<file path="src/rtl/uv_sram_bus_arb_if.sv">
// Request/response bus shared by the SRAM requesters and the SRAM bus controller.
// The master modport is the side that issues requests; the slave modport serves them.
interface uv_sram_bus_arb_if #(
  parameter int ALEN = 32,
  parameter int DLEN = 32,
  parameter int MLEN = DLEN / 8
);
  logic            req_vld;
  logic            req_rdy;
  logic            req_read;
  logic [ALEN-1:0] req_addr;
  logic [MLEN-1:0] req_mask;
  logic [DLEN-1:0] req_data;
  logic            rsp_vld;
  logic            rsp_rdy;
  logic [1:0]      rsp_excp;
  logic [DLEN-1:0] rsp_data;

  modport master (
    output req_vld, req_read, req_addr, req_mask, req_data, rsp_rdy,
    input  req_rdy, rsp_vld, rsp_excp, rsp_data
  );

  modport slave (
    input  req_vld, req_read, req_addr, req_mask, req_data, rsp_rdy,
    output req_rdy, rsp_vld, rsp_excp, rsp_data
  );
endinterface

</file>
<file path="src/rtl/uv_sram_bus_arb.sv">
// Two-requester round-robin arbiter in front of one SRAM bus controller, with an ID FIFO
// routing in-order responses back to their issuer. `UV_SRAM_ARB_FIXED_PRI_EN makes m0 always win.
module uv_sram_bus_arb #(
  parameter int ALEN      = 32,
  parameter int DLEN      = 32,
  parameter int MLEN      = DLEN / 8,
  parameter int OST_DEPTH = 2
) (
  input  logic               clk,
  input  logic               rst_n,
  uv_sram_bus_arb_if.slave   m0,
  uv_sram_bus_arb_if.slave   m1,
  uv_sram_bus_arb_if.master  s
);

  localparam int PTR_W = (OST_DEPTH > 1) ? $clog2(OST_DEPTH) : 1;
  localparam int CNT_W = PTR_W + 1;

  logic             lock_q, lock_d;
  logic             lock_id_q, lock_id_d;
`ifndef UV_SRAM_ARB_FIXED_PRI_EN
  logic             rr_ptr_q, rr_ptr_d;
`endif
  logic [OST_DEPTH-1:0] id_mem_q, id_mem_d;
  logic [PTR_W-1:0] wr_ptr_q, wr_ptr_d;
  logic [PTR_W-1:0] rd_ptr_q, rd_ptr_d;
  logic [CNT_W-1:0] cnt_q, cnt_d;

  logic             grant_id;
  logic             gnt_vld;
  logic             gnt_read;
  logic [ALEN-1:0]  gnt_addr;
  logic [MLEN-1:0]  gnt_mask;
  logic [DLEN-1:0]  gnt_data;
  logic             fifo_full;
  logic             fifo_empty;
  logic             req_fire;
  logic             rsp_fire;
  logic             head_id;
  logic             rsp_ok;

  assign fifo_full  = (cnt_q == CNT_W'(OST_DEPTH));
  assign fifo_empty = (cnt_q == '0);

  // A locked (stalled) request keeps its master; otherwise a lone requester wins outright.
  always_comb begin
    grant_id = 1'b0;
    if (lock_q) begin
      grant_id = lock_id_q;
    end else if (m0.req_vld && m1.req_vld) begin
`ifdef UV_SRAM_ARB_FIXED_PRI_EN
      grant_id = 1'b0;
`else
      grant_id = rr_ptr_q;
`endif
    end else if (m1.req_vld) begin
      grant_id = 1'b1;
    end
  end

  always_comb begin
    gnt_vld  = m0.req_vld;
    gnt_read = m0.req_read;
    gnt_addr = m0.req_addr;
    gnt_mask = m0.req_mask;
    gnt_data = m0.req_data;
    if (grant_id) begin
      gnt_vld  = m1.req_vld;
      gnt_read = m1.req_read;
      gnt_addr = m1.req_addr;
      gnt_mask = m1.req_mask;
      gnt_data = m1.req_data;
    end
  end

  // rst_n gates handshakes so every vld/rdy output drops as soon as reset asserts.
  assign s.req_vld  = rst_n & gnt_vld & ~fifo_full;
  assign s.req_read = gnt_read;
  assign s.req_addr = gnt_addr;
  assign s.req_mask = gnt_mask;
  assign s.req_data = gnt_data;
  assign m0.req_rdy = rst_n & ~grant_id & s.req_rdy & ~fifo_full;
  assign m1.req_rdy = rst_n &  grant_id & s.req_rdy & ~fifo_full;
  assign req_fire   = s.req_vld & s.req_rdy;

  assign head_id    = id_mem_q[rd_ptr_q];
  assign rsp_ok     = rst_n & ~fifo_empty;
  assign m0.rsp_vld = rsp_ok & s.rsp_vld & ~head_id;
  assign m1.rsp_vld = rsp_ok & s.rsp_vld &  head_id;
  assign s.rsp_rdy  = rsp_ok & (head_id ? m1.rsp_rdy : m0.rsp_rdy);
  assign m0.rsp_excp = s.rsp_excp;
  assign m0.rsp_data = s.rsp_data;
  assign m1.rsp_excp = s.rsp_excp;
  assign m1.rsp_data = s.rsp_data;
  assign rsp_fire   = s.rsp_vld & s.rsp_rdy;

  always_comb begin
    lock_d    = lock_q;
    lock_id_d = lock_id_q;
    if (req_fire) begin
      lock_d = 1'b0;
    end else if (s.req_vld) begin
      lock_d    = 1'b1;
      lock_id_d = grant_id;
    end
  end

`ifndef UV_SRAM_ARB_FIXED_PRI_EN
  assign rr_ptr_d = req_fire ? ~grant_id : rr_ptr_q;
`endif

  // Full FIFO blocks new grants, so push never collides with a full condition.
  always_comb begin
    id_mem_d = id_mem_q;
    wr_ptr_d = wr_ptr_q;
    rd_ptr_d = rd_ptr_q;
    if (req_fire) begin
      id_mem_d[wr_ptr_q] = grant_id;
      wr_ptr_d           = wr_ptr_q + PTR_W'(1);
    end
    if (rsp_fire) begin
      rd_ptr_d = rd_ptr_q + PTR_W'(1);
    end
    cnt_d = cnt_q + CNT_W'(req_fire) - CNT_W'(rsp_fire);
  end

  always_ff @(posedge clk or negedge rst_n) begin
    if (!rst_n) begin
      lock_q    <= 1'b0;
      lock_id_q <= 1'b0;
`ifndef UV_SRAM_ARB_FIXED_PRI_EN
      rr_ptr_q  <= 1'b0;
`endif
      id_mem_q  <= '0;
      wr_ptr_q  <= '0;
      rd_ptr_q  <= '0;
      cnt_q     <= '0;
    end else begin
      lock_q    <= lock_d;
      lock_id_q <= lock_id_d;
`ifndef UV_SRAM_ARB_FIXED_PRI_EN
      rr_ptr_q  <= rr_ptr_d;
`endif
      id_mem_q  <= id_mem_d;
      wr_ptr_q  <= wr_ptr_d;
      rd_ptr_q  <= rd_ptr_d;
      cnt_q     <= cnt_d;
    end
  end

`ifndef SYNTHESIS
  always_ff @(posedge clk) begin
    if (rst_n && s.rsp_vld && fifo_empty) begin
      $display("uv_sram_bus_arb: response with no outstanding request dropped at %0t", $time);
    end
  end
`endif

endmodule

</file>
<file path="src/flat_wrapper.sv">
// flat-port wrapper written by rule: the top's interface ports become plain ports
module uv_sram_bus_arb_flat 
#(
  parameter int ALEN      = 32,
  parameter int DLEN      = 32,
  parameter int MLEN      = DLEN / 8,
  parameter int OST_DEPTH = 2
)
  (clk, rst_n, m0_req_vld, m0_req_read, m0_req_addr, m0_req_mask, m0_req_data, m0_rsp_rdy, m0_req_rdy, m0_rsp_vld, m0_rsp_excp, m0_rsp_data, m1_req_vld, m1_req_read, m1_req_addr, m1_req_mask, m1_req_data, m1_rsp_rdy, m1_req_rdy, m1_rsp_vld, m1_rsp_excp, m1_rsp_data, s_req_vld, s_req_read, s_req_addr, s_req_mask, s_req_data, s_rsp_rdy, s_req_rdy, s_rsp_vld, s_rsp_excp, s_rsp_data);
  uv_sram_bus_arb_if #(.ALEN(ALEN), .DLEN(DLEN), .MLEN(MLEN)) m0_i ();
  uv_sram_bus_arb_if #(.ALEN(ALEN), .DLEN(DLEN), .MLEN(MLEN)) m1_i ();
  uv_sram_bus_arb_if #(.ALEN(ALEN), .DLEN(DLEN), .MLEN(MLEN)) s_i ();
  input  logic clk;
  input  logic rst_n;
  input wire logic [$bits(m0_i.req_vld)-1:0] m0_req_vld;
  input wire logic [$bits(m0_i.req_read)-1:0] m0_req_read;
  input wire logic [$bits(m0_i.req_addr)-1:0] m0_req_addr;
  input wire logic [$bits(m0_i.req_mask)-1:0] m0_req_mask;
  input wire logic [$bits(m0_i.req_data)-1:0] m0_req_data;
  input wire logic [$bits(m0_i.rsp_rdy)-1:0] m0_rsp_rdy;
  output wire logic [$bits(m0_i.req_rdy)-1:0] m0_req_rdy;
  output wire logic [$bits(m0_i.rsp_vld)-1:0] m0_rsp_vld;
  output wire logic [$bits(m0_i.rsp_excp)-1:0] m0_rsp_excp;
  output wire logic [$bits(m0_i.rsp_data)-1:0] m0_rsp_data;
  input wire logic [$bits(m1_i.req_vld)-1:0] m1_req_vld;
  input wire logic [$bits(m1_i.req_read)-1:0] m1_req_read;
  input wire logic [$bits(m1_i.req_addr)-1:0] m1_req_addr;
  input wire logic [$bits(m1_i.req_mask)-1:0] m1_req_mask;
  input wire logic [$bits(m1_i.req_data)-1:0] m1_req_data;
  input wire logic [$bits(m1_i.rsp_rdy)-1:0] m1_rsp_rdy;
  output wire logic [$bits(m1_i.req_rdy)-1:0] m1_req_rdy;
  output wire logic [$bits(m1_i.rsp_vld)-1:0] m1_rsp_vld;
  output wire logic [$bits(m1_i.rsp_excp)-1:0] m1_rsp_excp;
  output wire logic [$bits(m1_i.rsp_data)-1:0] m1_rsp_data;
  output wire logic [$bits(s_i.req_vld)-1:0] s_req_vld;
  output wire logic [$bits(s_i.req_read)-1:0] s_req_read;
  output wire logic [$bits(s_i.req_addr)-1:0] s_req_addr;
  output wire logic [$bits(s_i.req_mask)-1:0] s_req_mask;
  output wire logic [$bits(s_i.req_data)-1:0] s_req_data;
  output wire logic [$bits(s_i.rsp_rdy)-1:0] s_rsp_rdy;
  input wire logic [$bits(s_i.req_rdy)-1:0] s_req_rdy;
  input wire logic [$bits(s_i.rsp_vld)-1:0] s_rsp_vld;
  input wire logic [$bits(s_i.rsp_excp)-1:0] s_rsp_excp;
  input wire logic [$bits(s_i.rsp_data)-1:0] s_rsp_data;
  assign m0_i.req_vld = m0_req_vld;
  assign m0_i.req_read = m0_req_read;
  assign m0_i.req_addr = m0_req_addr;
  assign m0_i.req_mask = m0_req_mask;
  assign m0_i.req_data = m0_req_data;
  assign m0_i.rsp_rdy = m0_rsp_rdy;
  assign m0_req_rdy = m0_i.req_rdy;
  assign m0_rsp_vld = m0_i.rsp_vld;
  assign m0_rsp_excp = m0_i.rsp_excp;
  assign m0_rsp_data = m0_i.rsp_data;
  assign m1_i.req_vld = m1_req_vld;
  assign m1_i.req_read = m1_req_read;
  assign m1_i.req_addr = m1_req_addr;
  assign m1_i.req_mask = m1_req_mask;
  assign m1_i.req_data = m1_req_data;
  assign m1_i.rsp_rdy = m1_rsp_rdy;
  assign m1_req_rdy = m1_i.req_rdy;
  assign m1_rsp_vld = m1_i.rsp_vld;
  assign m1_rsp_excp = m1_i.rsp_excp;
  assign m1_rsp_data = m1_i.rsp_data;
  assign s_req_vld = s_i.req_vld;
  assign s_req_read = s_i.req_read;
  assign s_req_addr = s_i.req_addr;
  assign s_req_mask = s_i.req_mask;
  assign s_req_data = s_i.req_data;
  assign s_rsp_rdy = s_i.rsp_rdy;
  assign s_i.req_rdy = s_req_rdy;
  assign s_i.rsp_vld = s_rsp_vld;
  assign s_i.rsp_excp = s_rsp_excp;
  assign s_i.rsp_data = s_rsp_data;
  uv_sram_bus_arb #(.ALEN(ALEN), .DLEN(DLEN), .MLEN(MLEN), .OST_DEPTH(OST_DEPTH)) u_core (.clk(clk), .rst_n(rst_n), .m0(m0_i), .m1(m1_i), .s(s_i));
endmodule
</file>
<file path="config.mk">
export PLATFORM = sky130hd
export DESIGN_NAME = uv_sram_bus_arb_flat
export DESIGN_NICKNAME = d
export VERILOG_FILES = /design/src/rtl/uv_sram_bus_arb_if.sv /design/src/rtl/uv_sram_bus_arb.sv /design/src/flat_wrapper.sv
export SDC_FILE = /design/constraint.sdc
export NUM_CORES = 1
export LEC_CHECK = 0
export CAP_MARGIN = 20
export CELL_PAD_IN_SITES_DETAIL_PLACEMENT = 0
export CELL_PAD_IN_SITES_GLOBAL_PLACEMENT = 1
export CORE_AREA = 2 2 126 128
export DETAILED_ROUTE_END_ITERATION = 7
export DIE_AREA = 0 0 128 130
export HOLD_SLACK_MARGIN = 0.08
export PLACE_DENSITY = 0.84
export SETUP_SLACK_MARGIN = 0.4
export SLEW_MARGIN = 40
export SYNTH_ARGS = -nofsm -noshare
export SYNTH_HDL_FRONTEND = slang
export SYNTH_SLANG_ARGS = --single-unit
</file>
<file path="constraint.sdc">
create_clock -name clk -period 2.85 [get_ports clk]
set_input_delay 0.57 -clock clk [delete_from_list [all_inputs] [get_ports clk]]
set_output_delay 0.57 -clock clk [all_outputs]
set_load 0.01 [all_outputs]
</file>
==> flow_summary.toml, run 1 <==
[clock_network]
cts_num_sinks = 9
cts_buffer_depth = 2
cts_tree = "yes"
cts_buffers = 3
clkLatencyLatePin_ps = 240
cts_root_buf = "clkbuf_16"
path_clk_slew_ps = 40
ctsHtreeMaxLevel = 1

[power_and_ir_drop]
p_int_w = 0.00243
leakage_nw = 2.05
peakVddDrop_mv = 0.367
combinationalPowerShare_pct = 86.7
clkPwrFrac_pct = 6.6
seqPwrFrac_pct = 6.6
powerDensity_mw_per_mm2 = 851
p_sw_w = 0.00141
switching_share_pct = 36.7
power.total_w = 0.00384

[floorplan]
rows = 46
dieArea_mm2 = 0.0166
dieWidth_um = 128
die_h_um = 130
start_util_pct = 12.1
design.core.area_mm2 = 0.0154
boundaryPins = 323

[worst_setup_path]
criticalPathCategory = "in -> out"
r2r-end = "u_core.cnt_q[1]"
path_buf_inv = 7
rrSetupSlack_ps = 1000
worstPathRequired_ps = 2280
cp.arrival_ps = 1980
critPathCaptureType = "primary output"
critPathMaxFanout = 7
crit_chain = "buf_6 -> inv_2 -> a211o_1 -> nand2_4 -> buf_6 -> buf_12 -> buf_16 -> buf_6 -> mux2_4 -> buf_6"
critical_path.startpoint_type = "primary input"
cp_top_family = "buffers and inverters"
slowest_delay_ps = 320
cp_slowest_cell = "mux2_4"
rr_startpoint = "u_core.rd_ptr_q"
reg2reg_depth = 6
crit_top_cell = "buf_6"

[timing]
fin_crit_sh_pct = 89.3
fin_ws_ps = 305
tightestPinTransition_ps = 276
hold_viol_final = 0
drv_slew = 0
max_freq_ghz = 0.393
maxSlewHeadroom_pct = 81.5
final.min_clock_period_ps = 2550
rsz0062_at_grt = "true"
setup_viol = 0
tns_ps = 0
clock_skew_ps = 2.47

[synthesis]
synth_top_area_cell = "mux2_1"
netlist_area_mm2 = 0.00186
synth.distinct_cells = 26
synth_fp_nets = 372
ys_seq_area_share_pct = 12.1
synthCells = 191
syn_avg_cell_area_um2 = 9.75
yosysTopAreaCellShare_pct = 35.1
synth.area.top_cells = "mux2_1, buf_4, dfrtp_1"
yosysWarnings = 0
synth-seq-cells = 9

[route]
viasPerCell = 3.78
drtIter0Drc = 83
drc = 0
vias = 2127
drt-wirelength-per-cell_um = 22.0
first_pass_iters = 4
drtAntennaViolNets = 0
drt-total-wl_mm = 12.3

[final_layout]
fin_util_pct = 29.3
final_common_cell = "clkdlybuf4s50_1"
final_cell_mix = "clkdlybuf4s50_1, mux2_4, buf_6"
fin_area_mm2 = 0.00451
areaGrowthSynthToFinish_pct = 142
diodes = 0
finalNetCount = 552
drive_gt1_share_pct = 45.4
nFillCells = 1594

[global_route]
track_usage_pct = 13.2
grt_pass1_wl_mm = 15.5
grt_pass1_vias = 2177
grt_overflow = 0
grt_max_degree = 11
antenna_found_initial = 0

[hold_path]
min_path_cells = 1
hold_start = "u_core.wr_ptr_q"
holdPathEnd = "u_core.wr_ptr_q"
hold_path_class = "reg -> reg"

[job]
maxCapViolCount = 0

[placement]
portBuffers = 220
dp_slack_ps = -421
post_dp_cell_area_mm2 = 0.00378
gp_congestion = 0.792
dp.final_hpwl_mm = 8.97

[run_status]
status = "complete, no violations"
## layout make-up
type	count	area, um^2	share of cell area (%)
repair buffers	251	2670	59.1
multi-input cells	103	1290	28.5
well taps	192	240	5.32
flip-flops and latches	9	225	4.99
clock buffers	3	75.1	1.66
inverters	3	11.3	0.250
clock inverters	1	5.00	0.111
## worst max-delay path by stage
stage                from              to  slack (ps)  cells after the start
6_report       m1_req_vld  s_req_data[15]         300                     10
5_1_grt        m1_req_vld  s_req_data[15]         240                     10
4_1_cts        m0_req_vld  s_req_data[15]         270                      9
3_5_place_dp   m1_req_vld   s_req_addr[3]        -420                      7
3_3_place_gp   m1_req_vld  s_req_data[26]        -410                      7
2_1_floorplan  m0_req_vld   s_req_addr[0]         680                      5
## Yosys cell counts
cell type	instances
buf_4	68
mux2_1	58
mux2_2	14
dfrtp_1	9
buf_6	7
nor2_1	4
inv_1	3
mux2i_1	3
xor2_1	3
nand2_1	2
nand2b_1	2
nand3_1	2
nand3b_1	2
xnor2_1	2
a211o_1	1
a21boi_1	1
a21oi_1	1
buf_2	1
ha_1	1
nand2_2	1
nor2b_1	1
o2111a_2	1
o211ai_1	1
o21a_1	1
o21ai_0	1
or3b_1	1
## power groups by stage
| stage | clock, W | sequential, W | combinational, W |
|---|---|---|---|
| 2_1_floorplan | 0 | 0.000230 | 0.00113 |
| 5_1_grt | 0.000265 | 0.000267 | 0.00349 |
| 6_report | 0.000255 | 0.000255 | 0.00333 |
| 3_3_place_gp | 0 | 0.000244 | 0.00210 |
| 4_1_cts | 0.000259 | 0.000245 | 0.00311 |
| 3_5_place_dp | 0 | 0.000248 | 0.00212 |
## registers in the layout (all words and copies together), names as in the netlist
name / count
u_core.lock_id_q: 1
u_core.cnt_q: 2
u_core.rd_ptr_q: 1
u_core.wr_ptr_q: 1
u_core.rr_ptr_q: 1
u_core.lock_q: 1
u_core.id_mem_q: 2
## layer usage
metal | GRT usage, % | share of wire (%) | vias up
met5 | 0 | 0 | -
met4 | 2.13 | 0.87 | 0
met3 | 3.85 | 9.8 | 7
met2 | 18.0 | 40 | 182
met1 | 20.5 | 49 | 990
li1 | - | - | 948
## kinds of logic (layout without fill, tap and decap cells)
logic type	after synthesis	count (layout)	synth area share, %
adder cells (fa/ha/maj)	1	1	0.671
AND/OR/NAND/NOR	15	15	4.37
multiplexers	75	75	45.1
buffers and inverters	79	258	32.5
AO/OA/AOI/OAI	7	7	2.89
flip-flops	9	9	12.1
XOR/XNOR	5	5	2.35
## repair_timing
| item | in CTS | in global routing |
|---|---|---|
| setup endpoints to repair | 75 | 74 |
| gates cloned | 7 | 2 |
| buffers inserted | 13 | 4 |
| pin swaps | 3 | 2 |
| hold buffers | 0 | 0 |
| gates resized for setup | 360 | 35 |
## metrics by stage
step | hold slack [ps] | std cells
3_3_place_gp | 478 | 532
6_report | 491 | 562
2_1_floorplan | 274 | 191
4_1_cts | 495 | 556
5_1_grt | 518 | 562
3_5_place_dp | 487 | 532
Note: power is estimated with default switching activity, not from simulation.
==> run 2, diff against run 1 <==
--- a/config.mk
+++ b/config.mk
@@ -12,6 +12,7 @@
 export DETAILED_ROUTE_END_ITERATION = 7
 export DIE_AREA = 0 0 128 130
 export HOLD_SLACK_MARGIN = 0.08
+export MAX_ROUTING_LAYER = met4
 export PLACE_DENSITY = 0.84
 export SETUP_SLACK_MARGIN = 0.4
 export SLEW_MARGIN = 40
==> flow_summary.toml, run 2 (synthesis gave the netlist of run 1 again) <==
[timing]
maxSlewHeadroom_pct = 81.5
tightestPinTransition_ps = 276
hold_viol_final = 0
rsz0062_at_grt = "true"
setup_viol = 0
clock_skew_ps = 2.33
final.min_clock_period_ps = 2550
fin_crit_sh_pct = 89.4
max_freq_ghz = 0.393
drv_slew = 0

[worst_setup_path]
critPathCaptureType = "primary output"
cp.arrival_ps = 1980
crit_top_cell = "buf_6"
path_buf_inv = 7
worstPathRequired_ps = 2280
cp_top_family = "buffers and inverters"
slowest_delay_ps = 320
crit_chain = "buf_6 -> inv_2 -> a211o_1 -> nand2_4 -> buf_6 -> buf_12 -> buf_16 -> buf_6 -> mux2_4 -> buf_6"
critPathMaxFanout = 7
critical_path.startpoint_type = "primary input"
criticalPathCategory = "in -> out"
cp_slowest_cell = "mux2_4"

[route]
drtIter0Drc = 77
drtAntennaViolNets = 0
first_pass_iters = 4
viasPerCell = 3.81
drt-wirelength-per-cell_um = 21.9
drt-total-wl_mm = 12.3
vias = 2139
drc = 0

[placement]
post_dp_cell_area_mm2 = 0.00378
dp.final_hpwl_mm = 8.97
gp_congestion = 0.804
dp_cells = 532
portBuffers = 220

[clock_network]
path_clk_slew_ps = 40
cts_num_sinks = 9
cts_root_buf = "clkbuf_16"
ctsHtreeMaxLevel = 1
clkLatencyLatePin_ps = 240
cts_buffer_depth = 2
cts_buffers = 3
cts_tree = "yes"

[global_route]
grt_max_degree = 11
antenna_found_initial = 0
track_usage_pct = 13.6
grt_overflow = 0
grt_pass1_wl_mm = 15.5
grt_pass1_vias = 2180

[job]
maxCapViolCount = 0

[floorplan]
start_util_pct = 12.1
dieWidth_um = 128
rows = 46
dieArea_mm2 = 0.0166
design.core.area_mm2 = 0.0154
die_h_um = 130
boundaryPins = 323

[final_layout]
finalNonFillerCells = 562
nFillCells = 1594
final_cell_mix = "clkdlybuf4s50_1, mux2_4, buf_6"
areaGrowthSynthToFinish_pct = 142
final_common_cell = "clkdlybuf4s50_1"
diodes = 0
fin_area_mm2 = 0.00451
top_regs = "u_core.cnt_q (2), u_core.id_mem_q (2)"
finalNetCount = 552
drive_gt1_share_pct = 45.4

[power_and_ir_drop]
power.total_w = 0.00384
powerDensity_mw_per_mm2 = 851
peakVddDrop_mv = 0.368
leakage_nw = 2.05

[run_status]
status = "complete, no violations"

[hold_path]
hold_path_class = "reg -> reg"
-- run 2: cell counts in the layout (fill, tap and decap cells not counted) --
Identical to the previous run, type by type.
-- run 2: layer usage --
metal / routed length [um] / track usage (%) / part of all wire [%]
met1: 5850 / 20.6 / 47
met2: 4950 / 18.0 / 40
met3: 1390 / 3.65 / 11
met4: 127 / 2.13 / 1.0
met5: 0 / - / 0
-- run 2: area by class of cell --
type / count / area (um^2) / area share [%]
Tap cell: 192 / 240 / 5.32
Clock buffer: 3 / 75.1 / 1.66
Inverter: 3 / 11.3 / 0.250
Timing Repair Buffer: 251 / 2670 / 59.1
Sequential cell: 9 / 225 / 4.99
Multi-Input combinational cell: 103 / 1290 / 28.5
Clock inverter: 1 / 5.00 / 0.111
-- run 2: per-stage QoR --
step	setup WS [ps]	hold slack (ps)	util (%)	TNS, ps
3_5_place_dp	-421	487	24.5	-21750
6_report	303	491	29.3	0
2_1_floorplan	681	274	-	0
3_3_place_gp	-410	478	24.5	-21500
5_1_grt	240	518	29.3	0
4_1_cts	265	495	28.2	0
-- run 2: what timing repair did --
item                       4_1_cts  5_1_grt
pin swaps                        3        2
setup buffers                   13        4
resized for setup              360       35
setup endpoints to repair       75       74
gates cloned                     7        2
hold buffers                     0        0
-- run 2: worst paths after layout --
kind | start | end | slack (ps) | cells after the start
worst max register to register | u_core.rd_ptr_q | u_core.cnt_q[1] | 1010 | 6
min in group asynchronous | rst_n | u_core.wr_ptr_q | 550 | 2
worst min-delay path | u_core.wr_ptr_q | u_core.wr_ptr_q | 490 | 1
worst max-delay path | m1_req_vld | s_req_data[15] | 300 | 10
max in group asynchronous | rst_n | u_core.rr_ptr_q | 2160 | 2
worst min register to register | u_core.wr_ptr_q | u_core.wr_ptr_q | 490 | 1
-- run 2: report_power, final --
part	internal (W)	leakage [nW]	switching, W
clock network	0.000185	0.0409	0.0000690
logic	0.00205	1.90	0.00128
registers	0.000192	0.106	0.0000630
